===== config.mk =====
export PLATFORM = sky130hd
export DESIGN_NAME = cache_mem_arbiter
export DESIGN_NICKNAME = d
export VERILOG_FILES = /design/src/rtl/cache_mem_arbiter_pkg.sv /design/src/rtl/cache_mem_arbiter_pick.sv /design/src/rtl/cache_mem_arbiter.sv
export SDC_FILE = /design/constraint.sdc
export NUM_CORES = 1
export LEC_CHECK = 0
export CORE_AREA = 2 2 107 109
export CTS_BUF_LIST = sky130_fd_sc_hd__clkbuf_8
export DETAILED_ROUTE_END_ITERATION = 6
export DIE_AREA = 0 0 109 111
export PLACE_DENSITY = 0.82
export SLEW_MARGIN = 15
export SYNTH_ARGS = -nofsm -noshare
export SYNTH_HDL_FRONTEND = slang
export SYNTH_SLANG_ARGS = --single-unit

===== constraint.sdc =====
create_clock -name clk -period 1.55 [get_ports clk]
set_clock_uncertainty 0.05 [all_clocks]
set_input_delay 0.31 -clock clk [delete_from_list [all_inputs] [get_ports clk]]
set_output_delay 0.31 -clock clk [all_outputs]
set_load 0.05 [all_outputs]

===== src/rtl/cache_mem_arbiter_pkg.sv =====
// cache_mem_arbiter_pkg: encodings and line-geometry constants shared by the
// memory arbiter and the cache refill engines.
`default_nettype none

package cache_mem_arbiter_pkg;

    typedef enum logic [1:0] {
        ST_IDLE  = 2'd0,
        ST_BURST = 2'd1,
        ST_DONE  = 2'd2
    } arb_state_e;

    localparam logic OWNER_I = 1'b0;
    localparam logic OWNER_D = 1'b1;

    localparam int LINE_WORDS_DEF = 8;
    localparam int WORD_IDX_W_DEF = $clog2(LINE_WORDS_DEF);

    // Byte-offset width of a line: word index plus the two byte-in-word bits.
    function automatic int line_off_w(input int words);
        return $clog2(words) + 2;
    endfunction

endpackage

`default_nettype wire


===== src/rtl/cache_mem_arbiter_pick.sv =====
// arb_priority_pick: D-over-I selection with a starvation override that hands
// the port to I after STARVE_LIMIT back-to-back D grants while I waits.
`default_nettype none

module arb_priority_pick #(
    parameter int STARVE_LIMIT = 4
) (
    input  logic clk,
    input  logic rst,
    input  logic grant_en_i,
    input  logic i_req_i,
    input  logic d_req_i,
    output logic grant_o,
    output logic pick_d_o
);

    localparam int SW = $clog2(STARVE_LIMIT + 1);

    logic [SW-1:0] starve_q, starve_d;
    logic          w_force_i;

    assign w_force_i = i_req_i && (starve_q == SW'(STARVE_LIMIT));
    assign pick_d_o  = d_req_i && !w_force_i;
    assign grant_o   = grant_en_i && (i_req_i || d_req_i);

    always_comb begin
        starve_d = starve_q;
        if (grant_o) begin
            if (pick_d_o && i_req_i) begin
                starve_d = (starve_q == SW'(STARVE_LIMIT)) ? starve_q : starve_q + 1'b1;
            end else begin
                starve_d = '0;
            end
        end
    end

    always_ff @(posedge clk or posedge rst) begin
        if (rst) begin
            starve_q <= '0;
        end else begin
            starve_q <= starve_d;
        end
    end

endmodule

`default_nettype wire


===== src/rtl/cache_mem_arbiter.sv =====
// cache_mem_arbiter: shares the main-memory port between ICache and DCache,
// running one whole-line burst per grant followed by a one-cycle done pulse.
`default_nettype none

module cache_mem_arbiter
    import cache_mem_arbiter_pkg::*;
#(
    parameter int LINE_WORDS   = 8,
    parameter int ADDR_W       = 32,
    parameter int STARVE_LIMIT = 4
) (
    input  logic                          clk,
    input  logic                          rst,
    input  logic                          i_req,
    input  logic [ADDR_W-1:0]             i_addr,
    output logic [31:0]                   i_rdata,
    output logic                          i_rvalid,
    output logic                          i_done,
    input  logic                          d_req,
    input  logic                          d_we,
    input  logic [ADDR_W-1:0]             d_addr,
    input  logic [31:0]                   d_wdata,
    output logic [$clog2(LINE_WORDS)-1:0] d_widx,
    output logic [31:0]                   d_rdata,
    output logic                          d_rvalid,
    output logic                          d_done,
    output logic                          mem_req,
    output logic                          mem_we,
    output logic [ADDR_W-1:0]             mem_addr,
    output logic [31:0]                   mem_wdata,
    input  logic                          mem_ack,
    input  logic [31:0]                   mem_rdata,
    output logic                          busy,
    output logic                          owner
);

    localparam int                WIDX_W    = $clog2(LINE_WORDS);
    localparam int                OFF_W     = line_off_w(LINE_WORDS);
    localparam logic [ADDR_W-1:0] LINE_MASK = ~((ADDR_W'(1) << OFF_W) - ADDR_W'(1));

    arb_state_e          state_q, state_d;
    logic [WIDX_W-1:0]   cnt_q, cnt_d;
    logic                owner_q, owner_d;
    logic                we_q, we_d;
    logic [ADDR_W-1:0]   base_q, base_d;

    logic                w_grant, w_pick_d, w_burst, w_rd_beat;
    logic [ADDR_W-1:0]   w_sel_addr;

    arb_priority_pick #(
        .STARVE_LIMIT(STARVE_LIMIT)
    ) u_pick (
        .clk       (clk),
        .rst       (rst),
        .grant_en_i(state_q == ST_IDLE),
        .i_req_i   (i_req),
        .d_req_i   (d_req),
        .grant_o   (w_grant),
        .pick_d_o  (w_pick_d)
    );

    assign w_sel_addr = w_pick_d ? d_addr : i_addr;

    always_comb begin
        state_d = state_q;
        cnt_d   = cnt_q;
        owner_d = owner_q;
        we_d    = we_q;
        base_d  = base_q;
        case (state_q)
            ST_IDLE: begin
                if (w_grant) begin
                    owner_d = w_pick_d ? OWNER_D : OWNER_I;
                    we_d    = w_pick_d && d_we;
                    base_d  = w_sel_addr & LINE_MASK;
                    cnt_d   = '0;
                    state_d = ST_BURST;
                end
            end
            ST_BURST: begin
                // The counter wraps to zero naturally on the last word.
                if (mem_ack) begin
                    cnt_d = cnt_q + 1'b1;
                    if (cnt_q == WIDX_W'(LINE_WORDS - 1)) begin
                        state_d = ST_DONE;
                    end
                end
            end
            ST_DONE: state_d = ST_IDLE;
            default: state_d = ST_IDLE;
        endcase
    end

    always_ff @(posedge clk or posedge rst) begin
        if (rst) begin
            state_q <= ST_IDLE;
            cnt_q   <= '0;
            owner_q <= OWNER_I;
            we_q    <= 1'b0;
            base_q  <= '0;
        end else begin
            state_q <= state_d;
            cnt_q   <= cnt_d;
            owner_q <= owner_d;
            we_q    <= we_d;
            base_q  <= base_d;
        end
    end

    assign w_burst   = (state_q == ST_BURST);
    assign w_rd_beat = w_burst && mem_ack && !we_q;

    assign busy      = (state_q != ST_IDLE);
    assign owner     = owner_q;
    assign mem_req   = w_burst;
    assign mem_we    = w_burst && we_q;
    assign mem_addr  = base_q + ADDR_W'({cnt_q, 2'b00});
    assign mem_wdata = w_burst ? d_wdata : 32'd0;
    assign d_widx    = cnt_q;

    assign i_rvalid  = w_rd_beat && (owner_q == OWNER_I);
    assign d_rvalid  = w_rd_beat && (owner_q == OWNER_D);
    assign i_rdata   = i_rvalid ? mem_rdata : 32'd0;
    assign d_rdata   = d_rvalid ? mem_rdata : 32'd0;
    assign i_done    = (state_q == ST_DONE) && (owner_q == OWNER_I);
    assign d_done    = (state_q == ST_DONE) && (owner_q == OWNER_D);

endmodule

`default_nettype wire


==> results.md <==
- Tot GR Track Use: 24.37%
- Core Area: 11,080 um2
- Largest fanout on the critical path: 8
- Filler Cells Inserted: 632
- Dpl hpwl: 10.74 mm
- Vias per cell: 4.975
- Setup TNS: -47,870 ps
- Post-Synth Adder-Cell Area: 1.851%
- P_leak: 3.400 nW
- Number of enable flip-flop cells after synthesis: 0
- CP endpoint kind: output pin
- Largest net degree at the start of global routing: 38
- Clk root buf: clkbuf_8
- Top-area cell type share of the netlist area: 34.24%
- Synth unique cells: 32
- Final WS setup: -491.0 ps
- Slowest cell on crit path: dfrtp_1
- Final min period: 2041 ps
- Worst path most repeated cell: buf_12
- Post-synthesis cell count: 319
- Vias in the first global route: 3,988
- Failing checks: negative setup slack
- Setup violators final: 139
- Routed WL: 15.56 mm
- Starting Density: 24.41%
- Max Slew Vio Count: 0
- Post-synth ARST share: 100.0%
- Synth warn: 0
- Max stage delay on crit path: 380 ps
- Top-count cell post-synth: and2_1
- CP Class: reg2out
- Final period util: 131.7%
- Crit path buf inv count: 3
- CTS tree: built
- Clk Latency, worst-skew pair: 280 ps
- XOR/XNOR share of the synthesized area: 0%
- Cts hold-fix bufs: 0
- WP data required: 1190 ps
- Total gr overflow: 0
- Synth Area per Inst: 8.476 um2
- Commonest cells in the netlist: and2_1, dfrtp_1, nand3_1
- I/O Buffers: 260
- Io pins: 273
- CTS Buffer Depth: 2
- Layout Nets: 755
- Row cnt: 39
- Layout Area Growth over Synthesis: 200.2%
- Top cells by area, synth: dfrtp_1, and2_1, o211ai_1
- Cts bufs inserted: 5
- Hold Slack: 314.6 ps
- Number of H-tree levels: 2
- DRC errors left: 0
- Arrival @ worst endpoint: 1680 ps
- Die height: 111 um
- Die area: 12,100 um2
- Seq/Total Area, Yosys: 34.24%
- Total number of vias: 3,791
- Synth Register Bits: 37
- Netlist Area Pre-Place: 2704 um2
- Die width: 109 um
- Share of cells above drive strength 1: 55.34%
- RSZ-0062 raised after global routing: yes
- Synth area leader: dfrtp_1
- Complex-gate fraction of the synthesized area: 15.78%
- Worst min-delay path class: in2async
- CTS Sinks: 37
- Final hold vios: 0
- CP delay by family, top: simple AND/OR/NAND/NOR gates
- Main synth FF type: dfrtp_1
- Crit-path cells: nand3b_4 -> nor3_4 -> buf_12 -> clkbuf_16 -> and2_4 -> buf_12
- Startpoint type of the worst setup path: flip-flop
- Status: finished, violations left
- Peak Freq: 0.4900 GHz
- Reg clk slew, reported paths: 90 ps
- Mux contribution to synthesized area: 0%
- VDD IR max: 1.298 mV
- Max-cap violations: 0
- TritonRoute pass-1 iters: 4
- Largest family of logic cells by synthesized area: simple AND/OR/NAND/NOR gates
- Post-Synth Simple-Gate Area: 40.21%
- Global-route wire length before repair: 22.77 mm
- Cell Pwr Density: 1805 nW/um2
- Wire per inst: 20.42 um
- Final Wtd Congestion: 0.8049
- Routed Antenna Nets: 0
- Initial antenna violation count: 2
- Initial DRC count: 149
[flip-flops by register name (all words and copies together) (netlist names)]
register         cells
state_q              2
base_q              27
we_q                 1
u_pick.starve_q      3
d_widx               3
owner                1
[power by group]
group | internal, mW | total (mW) | switching, mW
Combinational | 6.04 | 11.8 | 5.81
Sequential | 1.40 | 1.91 | 0.511
Clock | 0.524 | 0.896 | 0.372
[worst paths after layout]
kind | start | slack, ps | cells past startpoint | endpoint
setup / recovery | state_q[1] | -490 | 6 | i_rdata[0]
hold / removal | rst | 310 | 3 | base_q[22]
setup reg to reg | state_q[1] | -220 | 10 | base_q[13]
hold reg to reg | u_pick.starve_q[1] | 500 | 1 | u_pick.starve_q[1]
max in group asynchronous | rst | 920 | 3 | owner
min in group clk | u_pick.starve_q[1] | 500 | 1 | u_pick.starve_q[1]
[kinds of logic (layout without fill, tap and decap cells)]
family	count (synthesis)	count (layout)
buffers and inverters	41	333
adders and majority gates	4	4
DFF	37	37
AOI/OAI and AO/OA	64	64
and+or+nand+nor	172	178
other	1	3
[final cells by class]
type / instances / area, um2 / share of cell area [%]
antenna: 1 / 2.502 / 0.03083
clock buffer: 6 / 82.58 / 1.017
clock inverter: 2 / 37.54 / 0.4624
inverter: 4 / 20.02 / 0.2466
multi-input combinational: 248 / 1986 / 24.46
sequential: 37 / 928.4 / 11.44
tap: 143 / 178.9 / 2.204
timing repair buffer: 321 / 4882 / 60.14
[routing by layer]
metal | wire (um) | share of wire, % | vias to the layer above | GRT usage (%)
met2 | 8507 | 55 | 220 | 46.67
met1 | 5392 | 35 | 1816 | 25.83
met3 | 1360 | 8.7 | 28 | 6.467
li1 | - | - | 1725 | -
met4 | 285 | 1.8 | 2 | 5.641
met5 | 13 | 0.084 | - | 0
[worst register-to-register path: stages, from the launching register on]
cell and delay (ps):
dfrtp_1 380, buf_4 140, buf_6 130, buf_6 120, nor2_4 150, buf_6 140
buf_12 140, buf_12 110, buf_16 110, nand3_2 60, o211ai_1 170
[cell usage in the layout (no fill, tap or decap), types with 4 or more instances in the layout]
cell type / count
buf_16: 9
nand4_1: 27
clkdlybuf4s50_1: 122
dfrtp_1: 35
buf_6: 11
buf_4: 23
o211ai_1: 27
nand3_1: 19
o21ai_0: 6
and2b_4: 4
o21ai_1: 13
nand3_2: 8
and2_4: 96
o21ai_2: 8
buf_12: 150
clkbuf_8: 6
ha_1: 4
[what timing repair did]
item                                    in CTS  in global routing
cloned                                      12                  7
pin swaps                                   33                 52
endpoints found under the setup margin     115                139
resized for setup                           66                 43
buffers inserted                            16                  5
[metrics by stage]
stage / worst slack [ps] / cells / util (%) / area, um2 / power (mW)
after floorplan: -205.2 / 320 / - / 2962 / 6.954
after global placement: -543.9 / 717 / 64.94 / 7193 / 12.01
after detailed placement: -560.1 / 717 / 64.94 / 7193 / 12.24
after CTS: -476.1 / 752 / 71.35 / 7904 / 14.29
after global routing: -536.4 / 762 / 73.29 / 8118 / 15.14
final: -491.0 / 762 / 73.29 / 8118 / 14.65
No activity file was read; power rests on OpenSTA's default activity.
